File: src/rtl/ib_div_16x8_seq_pkg.sv
// Shared widths and state encoding for the 16/8 sequential restoring divider.
package ib_div_pkg;

    localparam int DIVIDEND_W = 16;
    localparam int DIVISOR_W  = 8;
    localparam int STEPS      = 16;
    localparam int CNT_W      = 5;

    // Control states: waiting for a request, iterating, presenting a result.
    typedef enum logic [1:0] {
        IDLE = 2'd0,
        CALC = 2'd1,
        DONE = 2'd2
    } state_e;

endpackage

File: src/rtl/ib_div_16x8_seq_if.sv
// Request/result handshake bundle for the divider.
// The master modport is the requester/consumer; the slave modport is the divider.
interface ib_div_16x8_seq_if;
    import ib_div_pkg::*;

    logic                  i_valid;
    logic                  o_ready;
    logic [DIVIDEND_W-1:0] i_a;
    logic [DIVISOR_W-1:0]  i_b;
    logic                  o_valid;
    logic                  i_ready;
    logic [DIVIDEND_W-1:0] o_q;
    logic [DIVISOR_W-1:0]  o_r;
    logic                  o_dbz;

    modport master (
        output i_valid, i_a, i_b, i_ready,
        input  o_ready, o_valid, o_q, o_r, o_dbz
    );

    modport slave (
        input  i_valid, i_a, i_b, i_ready,
        output o_ready, o_valid, o_q, o_r, o_dbz
    );

endinterface

File: src/rtl/ib_div_16x8_seq_step.sv
// One restoring-division step: shift the next dividend bit into the partial
// remainder, subtract the divisor when it fits, and report the quotient bit.
// The shifted remainder is 9 bits so divisors of 128 and above cannot overflow.
module ib_div_step
    import ib_div_pkg::*;
(
    input  logic [DIVISOR_W-1:0] rem,
    input  logic                 dvd_bit,
    input  logic [DIVISOR_W-1:0] b,
    output logic [DIVISOR_W-1:0] rem_next,
    output logic                 q_bit
);

    logic [DIVISOR_W:0] rem9;
    logic [DIVISOR_W:0] diff;

    assign rem9     = {rem, dvd_bit};
    assign diff     = rem9 - {1'b0, b};
    assign q_bit    = (rem9 >= {1'b0, b});
    // After a successful subtract the result is below b, so 8 bits suffice.
    assign rem_next = q_bit ? diff[DIVISOR_W-1:0] : rem9[DIVISOR_W-1:0];

endmodule

File: src/rtl/ib_div_16x8_seq.sv
// 16-bit by 8-bit unsigned sequential divider, one restoring step per clock.
// A request is taken only in IDLE; a zero divisor short-circuits straight to
// DONE. The result registers hold their value until the next result lands.
module ib_div_16x8_seq
    import ib_div_pkg::*;
(
    input  logic              i_clk,
    input  logic              i_nrst,
    ib_div_16x8_seq_if.slave  bus
);

    localparam logic [CNT_W-1:0] LAST_STEP = CNT_W'(STEPS - 1);

    state_e                state;
    logic [CNT_W-1:0]      cnt;
    logic [DIVIDEND_W-1:0] dvd;      // dividend bits shift out, quotient bits shift in
    logic [DIVISOR_W-1:0]  rem;
    logic [DIVISOR_W-1:0]  b_q;
    logic [DIVIDEND_W-1:0] q_r;
    logic [DIVISOR_W-1:0]  r_r;
    logic                  dbz_r;

    logic                  accept;
    logic                  b_zero;
    logic                  last_step;
    logic [DIVISOR_W-1:0]  rem_next;
    logic                  q_bit;

    assign accept    = bus.i_valid && (state == IDLE);
    assign b_zero    = (bus.i_b == '0);
    assign last_step = (state == CALC) && (cnt == LAST_STEP);

    ib_div_step u_step (
        .rem      (rem),
        .dvd_bit  (dvd[DIVIDEND_W-1]),
        .b        (b_q),
        .rem_next (rem_next),
        .q_bit    (q_bit)
    );

    // Control: state transitions and the step counter that alone ends CALC.
    always_ff @(posedge i_clk or negedge i_nrst) begin
        if (!i_nrst) begin
            state <= IDLE;
            cnt   <= '0;
        end else begin
            // NOTE: registers use non-blocking assignments so every update in this edge sees pre-edge values.
            case (state)
                IDLE: begin
                    if (accept) begin
                        cnt   <= '0;
                        state <= b_zero ? DONE : CALC;
                    end
                end
                CALC: begin
                    cnt <= cnt + CNT_W'(1);
                    if (cnt == LAST_STEP) begin
                        state <= DONE;
                    end
                end
                DONE: begin
                    if (bus.i_ready) begin
                        state <= IDLE;
                    end
                end
                default: state <= IDLE;
            endcase
        end
    end

    // Datapath: operand capture, iteration, and the held result registers.
    always_ff @(posedge i_clk or negedge i_nrst) begin
        if (!i_nrst) begin
            // NOTE: the working registers are reset as well; they are few and it keeps every output defined from reset.
            dvd   <= '0;
            rem   <= '0;
            b_q   <= '0;
            q_r   <= '0;
            r_r   <= '0;
            dbz_r <= 1'b0;
        end else if (accept) begin
            dvd <= bus.i_a;
            b_q <= bus.i_b;
            rem <= '0;
            if (b_zero) begin
                q_r   <= '1;
                r_r   <= bus.i_a[DIVISOR_W-1:0];
                dbz_r <= 1'b1;
            end
        end else if (state == CALC) begin
            dvd <= {dvd[DIVIDEND_W-2:0], q_bit};
            rem <= rem_next;
            if (last_step) begin
                q_r   <= {dvd[DIVIDEND_W-2:0], q_bit};
                r_r   <= rem_next;
                dbz_r <= 1'b0;
            end
        end
    end

    assign bus.o_ready = (state == IDLE);
    assign bus.o_valid = (state == DONE);
    assign bus.o_q     = q_r;
    assign bus.o_r     = r_r;
    assign bus.o_dbz   = dbz_r;

endmodule

File: src/flat_wrapper.sv
// flat-port wrapper written by rule: the top's interface ports become plain ports
module ib_div_16x8_seq_flat import ib_div_pkg::*;
  (i_clk, i_nrst, bus_i_valid, bus_i_a, bus_i_b, bus_i_ready, bus_o_ready, bus_o_valid, bus_o_q, bus_o_r, bus_o_dbz);
  ib_div_16x8_seq_if bus_i ();
  input  logic i_clk;
  input  logic i_nrst;
  input wire logic [$bits(bus_i.i_valid)-1:0] bus_i_valid;
  input wire logic [$bits(bus_i.i_a)-1:0] bus_i_a;
  input wire logic [$bits(bus_i.i_b)-1:0] bus_i_b;
  input wire logic [$bits(bus_i.i_ready)-1:0] bus_i_ready;
  output wire logic [$bits(bus_i.o_ready)-1:0] bus_o_ready;
  output wire logic [$bits(bus_i.o_valid)-1:0] bus_o_valid;
  output wire logic [$bits(bus_i.o_q)-1:0] bus_o_q;
  output wire logic [$bits(bus_i.o_r)-1:0] bus_o_r;
  output wire logic [$bits(bus_i.o_dbz)-1:0] bus_o_dbz;
  assign bus_i.i_valid = bus_i_valid;
  assign bus_i.i_a = bus_i_a;
  assign bus_i.i_b = bus_i_b;
  assign bus_i.i_ready = bus_i_ready;
  assign bus_o_ready = bus_i.o_ready;
  assign bus_o_valid = bus_i.o_valid;
  assign bus_o_q = bus_i.o_q;
  assign bus_o_r = bus_i.o_r;
  assign bus_o_dbz = bus_i.o_dbz;
  ib_div_16x8_seq u_core (.i_clk(i_clk), .i_nrst(i_nrst), .bus(bus_i));
endmodule
File: config.mk
export PLATFORM = sky130hd
export DESIGN_NAME = ib_div_16x8_seq_flat
export DESIGN_NICKNAME = d
export VERILOG_FILES = /design/src/rtl/ib_div_16x8_seq_pkg.sv /design/src/rtl/ib_div_16x8_seq_if.sv /design/src/rtl/ib_div_16x8_seq_step.sv /design/src/rtl/ib_div_16x8_seq.sv /design/src/flat_wrapper.sv
export SDC_FILE = /design/constraint.sdc
export NUM_CORES = 1
export LEC_CHECK = 0
export CAP_MARGIN = 20
export CORE_UTILIZATION = 58
export CTS_BUF_LIST = sky130_fd_sc_hd__clkbuf_8
export DETAILED_ROUTE_END_ITERATION = 12
export PLACE_DENSITY = 0.87
export REMOVE_ABC_BUFFERS = 1
export SLEW_MARGIN = 0
export SYNTH_ARGS = -nofsm -noshare
export SYNTH_HDL_FRONTEND = slang
export SYNTH_SLANG_ARGS = --single-unit
File: constraint.sdc
create_clock -name i_clk -period 4.8 [get_ports i_clk]
set_clock_uncertainty 0.1 [all_clocks]
set_input_delay 0.96 -clock i_clk [delete_from_list [all_inputs] [get_ports i_clk]]
set_output_delay 0.96 -clock i_clk [all_outputs]
set_load 0.01 [all_outputs]
# Word level (Yosys, flattened, before mapping)
# Index checks and enable logic that the tools add are counted.
[classes]
addsub = 2
magnitude_cmp = 1
eq_ne = 7
muxes = 24
n_reduce_logical = 10
[op_table]
columns = ["op", "n"]
rows = [
  ["$mux 16", 6],
  ["$mux 8", 7],
  ["$pmux 5 s2", 1],
  ["$ge 9x8->1", 1],
  ["$logic_not 8->1", 1],
  ["$mux 2", 4],
  ["$sub 8x8->8", 1],
  ["$pmux 2 s3", 1],
  ["$reduce_and 3->1", 2],
  ["$reduce_bool 2->1", 3],
  ["$add 5x1->5 const B", 1],
  ["$eq 5x4->1 const B", 1],
  ["$mux 5", 1],
  ["$mux 1", 4],
  ["$ne 2x1->1 const B", 2],
  ["$ne 2x2->1 const B", 2],
  ["$eq 2x1->1 const B", 1],
  ["$eq 2x2->1 const B", 1],
  ["$logic_and 1x1->1", 2],
  ["$logic_not 2->1", 1],
  ["$reduce_and 2->1", 1],
]
[word_totals]
reg_bits = 64
inputBits = 28
out_inout_bits = 27
elab_cells = 52

# Depth between registers and ports, before layout
[logic_depth]
ltp_word = 5
depth_mapped = 9
ltp_nobuf = 9

# Cells and area by module
# Synthesis repeated with hierarchy kept, for this count alone.
[unflattened]
hier_cells = 321
area_unflattened_um2 = 3185.6
[by_module_without_submodules]
columns = ["module", "instances", "cells_each", "area_each_um2", "seq_area_each_um2"]
rows = [
  ["ib_div_16x8_seq", 1, 252, 2665.1, 1601.5],
  ["ib_div_step", 1, 69, 520.5, 0.0],
]

# Least setup slack after synthesis
# Ideal clock, no wire load.
[synth_path]
path_type = "in2reg"
from = "input port bus_i_b[3]"
to = "register u_core.r_r[3], in the netlist u_core.bus.o_r[3]"
setup_ns = 0.078
arrival_time_ns = 2.297
required_ns = 4.622
setup_slack_ns = 2.325
path_stages = 7
n_path_buf = 1
cell_sequence = "or4_1 nor2_1 nand2_1 nand2_1 buf_2 o22ai_1 a21oi_1"
[synth_via]
elab_chain_len = 3
[synth_rtl]
columns = ["item", "line", "source"]
rows = [
  ["start, declared", "flat_wrapper.sv:9", "input wire logic [$bits(bus_i.i_b)-1:0] bus_i_b;"],
  ["$logic_not 8->1", "ib_div_16x8_seq.sv:30", "assign b_zero = (bus.i_b == '0);"],
  ["$ne 2x2->1 (no line)", "n/a", ""],
  ["$reduce_and 3->1 (no line)", "n/a", ""],
  ["end signal, assigned", "ib_div_16x8_seq.sv:87", "r_r <= bus.i_a[DIVISOR_W-1:0];"],
  ["end signal, assigned", "ib_div_16x8_seq.sv:95", "r_r <= rem_next;"],
  ["end, declared", "ib_div_16x8_seq.sv:20", "logic [DIVISOR_W-1:0] r_r;"],
]
# No other way between the ends.
# A chain may end at the register's enable or synchronous reset.

# Worst setup path after layout
[layout_path]
from = "input port bus_i_b[3]"
to = "register u_core.r_r[6], in the netlist u_core.bus.o_r[6]"
# The elaborated chain is that of the path after synthesis.

==> flow_summary.toml <==
[grt]
antenna_found_initial = 0
grtUsageMet2_pct = 41.5
grt_busiest_layer = "met2"
grt_max_degree = 37
grt_pass1_wl_mm = 11.2
grtUsageMet1_pct = 37.9
grt_pass1_vias = 2383
use_met3_pct = 4.95
gr-total-overflow = 0
grt_use_total_pct = 27.0

[floorplanning]
core_um2 = 5110
ios = 55
die_h_um = 74.7
initial_core_util_pct = 60.0
rows = 26
die_w_um = 74.7
die_area_um2 = 5580

[clock_network]
cts-root-buf = "clkbuf_8"
cts_tree = "done"
cts_made_buffers = 9
cts.sinks = 64
clk_latency_ps = 330
clk_pin_slew_ps = 70
cts.path.max_buffers = 2
ctsHtreeMaxLevel = 3
holdBufCountCts = 0
cts_setup_buffers = 0
cts_resized = 0

[worst_setup_path]
worst_path_largest_cell_delay_ps = 650
end_kind = "flip-flop"
reg2reg_to = "u_core.bus.o_r[6]"
cp_max_fo = 23
critPathRequiredTime_ps = 4950
r2r-start = "u_core.cnt[0]"
cpMaxStageDelayCell = "nand2_1"
ff2ff_path_depth = 7
crit_chain = "clkdlybuf4s50_1 > or4_1 > nor2_1 > nand2_1 > nand2_1 > o22ai_1 > a21oi_1"
cp.arrival_ps = 3340
path_common_cell = "nand2_1"
worstSetupPathType = "input pin to flip-flop"
r2r_slack_ps = 1840
startpoint_type = "input pin"

[pwr]
total_power_mw = 2.85
peakVddDrop_mv = 0.449
p_seq_share_pct = 34.4
power.density_nw_per_um2 = 751
p_int_mw = 1.70
combPwrFrac_pct = 52.6
p_leak_nw = 1.64
switching_share_pct = 40.5
p_sw_mw = 1.16
clkPwrFrac_pct = 13.1

[min_path]
hold_start = "u_core.bus.o_q[8]"
min_path_type = "flip-flop to flip-flop"
worstHoldPathCells = 1
hold_end = "u_core.bus.o_q[8]"

[sta]
fmax_ghz = 0.314
worstMarginPinSlew_ps = 844
tns_ps = 0
report.final.slew_viol_count = 0
period_minus_slack_ps = 3190
layout_setup_ws_ps = 1610
rsz0062_at_grt = "no"
setup_viol = 0
period_share_pct = 66.4
holdWs_ps = 390
final_hold_viol_count = 0
slew_headroom_pct = 43.6

[route]
drt_pass1_iterations = 4
routed_wirelength_mm = 6.85
vias = 2558
viasPerCell = 5.77
drtAntennaViolNets = 0
routedWlPerCell_um = 15.5
drc = 0
drt_iter0_drc = 210

[synth]
ys_top_cells_by_area = "dfrtp_1 52%, nand2_1 6.7%, ha_1 4.1%"
syn_area_um2 = 3070
syn_avg_cell_area_um2 = 9.64
synth_edf_count = 0
yosysUniqueCellTypes = 39
yosysSeqAreaShare_pct = 52.2
synth_cells = 318
synth_flop_cell = "dfrtp_1"
ys_async_sr_fraction_pct = 100
yosysTopAreaCell = "dfrtp_1"
yosys_warnings = 0
synth_seq_cells = 64
synth.top_cell.area_share_pct = 52.2

[finish]
antenna_cells = 0
drive_gt1_share_pct = 8.04
syn2layout_area_growth_pct = 24.0
nNetsFinal = 408
fillers = 391
final_core_util_pct = 74.4

[placed_design]
dp_slack_ps = 1300
place_congestion = 0.820
dp_hpwl_mm = 4.67
port_buffers = 54

[status]
status = "finished, final reports clean"

[flow_run]
drv_cap = 0
registers in the layout (all words and copies together) (netlist names):
register	count
u_core.dvd	16
u_core.bus.o_q	16
u_core.cnt	5
u_core.bus.o_dbz	1
u_core.bus.o_r	8
u_core.rem	8
u_core.state	2
u_core.b_q	8
layout make-up:
| class | instances | area, um2 | share of cell area, % |
|---|---|---|---|
| clock inverter | 6 | 28.8 | 0.757 |
| inverter | 13 | 48.8 | 1.28 |
| multi-input combinational | 224 | 1350 | 35.6 |
| tap | 70 | 87.6 | 2.30 |
| sequential | 64 | 1600 | 42.1 |
| timing repair buffer | 57 | 558 | 14.7 |
| clock buffer | 9 | 124 | 3.26 |
cell usage in the layout (no fill, tap or decap), types with 2 or more instances in the layout:
| cell | count |
|---|---|
| dfrtp_1 | 64 |
| nand2_1 | 55 |
| clkdlybuf4s50_1 | 53 |
| nor2_1 | 30 |
| o21ai_0 | 25 |
| a21oi_1 | 15 |
| inv_1 | 14 |
| ha_1 | 10 |
| nor3_1 | 9 |
| clkbuf_8 | 9 |
| o22ai_1 | 8 |
| o22a_1 | 8 |
| a22oi_1 | 8 |
| a31oi_1 | 7 |
| nand3_1 | 5 |
| mux2i_1 | 5 |
| clkinv_2 | 5 |
| nor2b_1 | 4 |
| xnor2_1 | 4 |
| or4_1 | 3 |
| mux2_2 | 3 |
| buf_4 | 3 |
| and2_1 | 2 |
| or2_2 | 2 |
| a21o_1 | 2 |
| a211oi_4 | 2 |
| nand4_1 | 2 |
per-layer routing:
| metal | vias up | wire [um] |
|---|---|---|
| met1 | 1239 | 3030 |
| met3 | 15 | 432 |
| li1 | 1216 | - |
| met2 | 88 | 3240 |
| met4 | 0 | 141 |
| met5 | - | 0 |
worst max-delay path by stage:
stage                                    to       startpoint
after floorplan           u_core.bus.o_r[0]  u_core.state[1]
after global placement    u_core.bus.o_r[5]       bus_i_b[3]
after detailed placement  u_core.bus.o_r[6]       bus_i_b[3]
after CTS                 u_core.bus.o_r[6]       bus_i_b[3]
after global routing      u_core.bus.o_r[2]       bus_i_b[3]
final                     u_core.bus.o_r[6]       bus_i_b[3]
Yosys cell counts, types with 3 or more instances:
master,count
mux2i_1,5
nand2_1,55
dfrtp_1,64
nor2b_1,5
nand3_1,5
ha_1,10
a21oi_1,15
o21ai_0,25
or4_1,3
mux2_2,3
o22a_1,8
a31oi_1,7
nor2_1,30
inv_1,13
o22ai_1,8
nor3_1,9
a22oi_1,8
xnor2_1,4
clkbuf_1,15
cell families (layout without fill, tap and decap cells):
| group | count (synthesis) | count (layout) | synth area share, % |
|---|---|---|---|
| AOI/OAI and AO/OA | 84 | 84 | 18.7 |
| xor gates and xnor gates | 4 | 4 | 1.14 |
| adders and majority gates | 11 | 11 | 4.73 |
| buffers and inverters | 30 | 85 | 3.76 |
| DFF | 64 | 64 | 52.2 |
| muxes | 8 | 8 | 2.73 |
| and+or+nand+nor | 117 | 117 | 16.7 |
critical path, delay by kind of cell:
family	cells	cell delay (ps)
buf+inv	1	420
simple gates	4	1650
compound gates	2	320
power by group through the flow:
stage / logic, mW / registers (mW) / clock network [mW]
finish: 1.50 / 0.981 / 0.373
global route: 1.67 / 1.01 / 0.396
CTS: 1.50 / 0.976 / 0.377
detailed placement: 1.49 / 0.983 / 0
global placement: 1.43 / 0.974 / 0
floorplan: 1.00 / 0.986 / 0
stage by stage:
| stage | instance area, um2 | cells |
|---|---|---|
| floorplan | 3000 | 301 |
| global placement | 3650 | 428 |
| detailed placement | 3650 | 428 |
| CTS | 3800 | 443 |
| global route | 3800 | 443 |
| finish | 3800 | 443 |
Note: power is estimated with default switching activity, not from simulation.
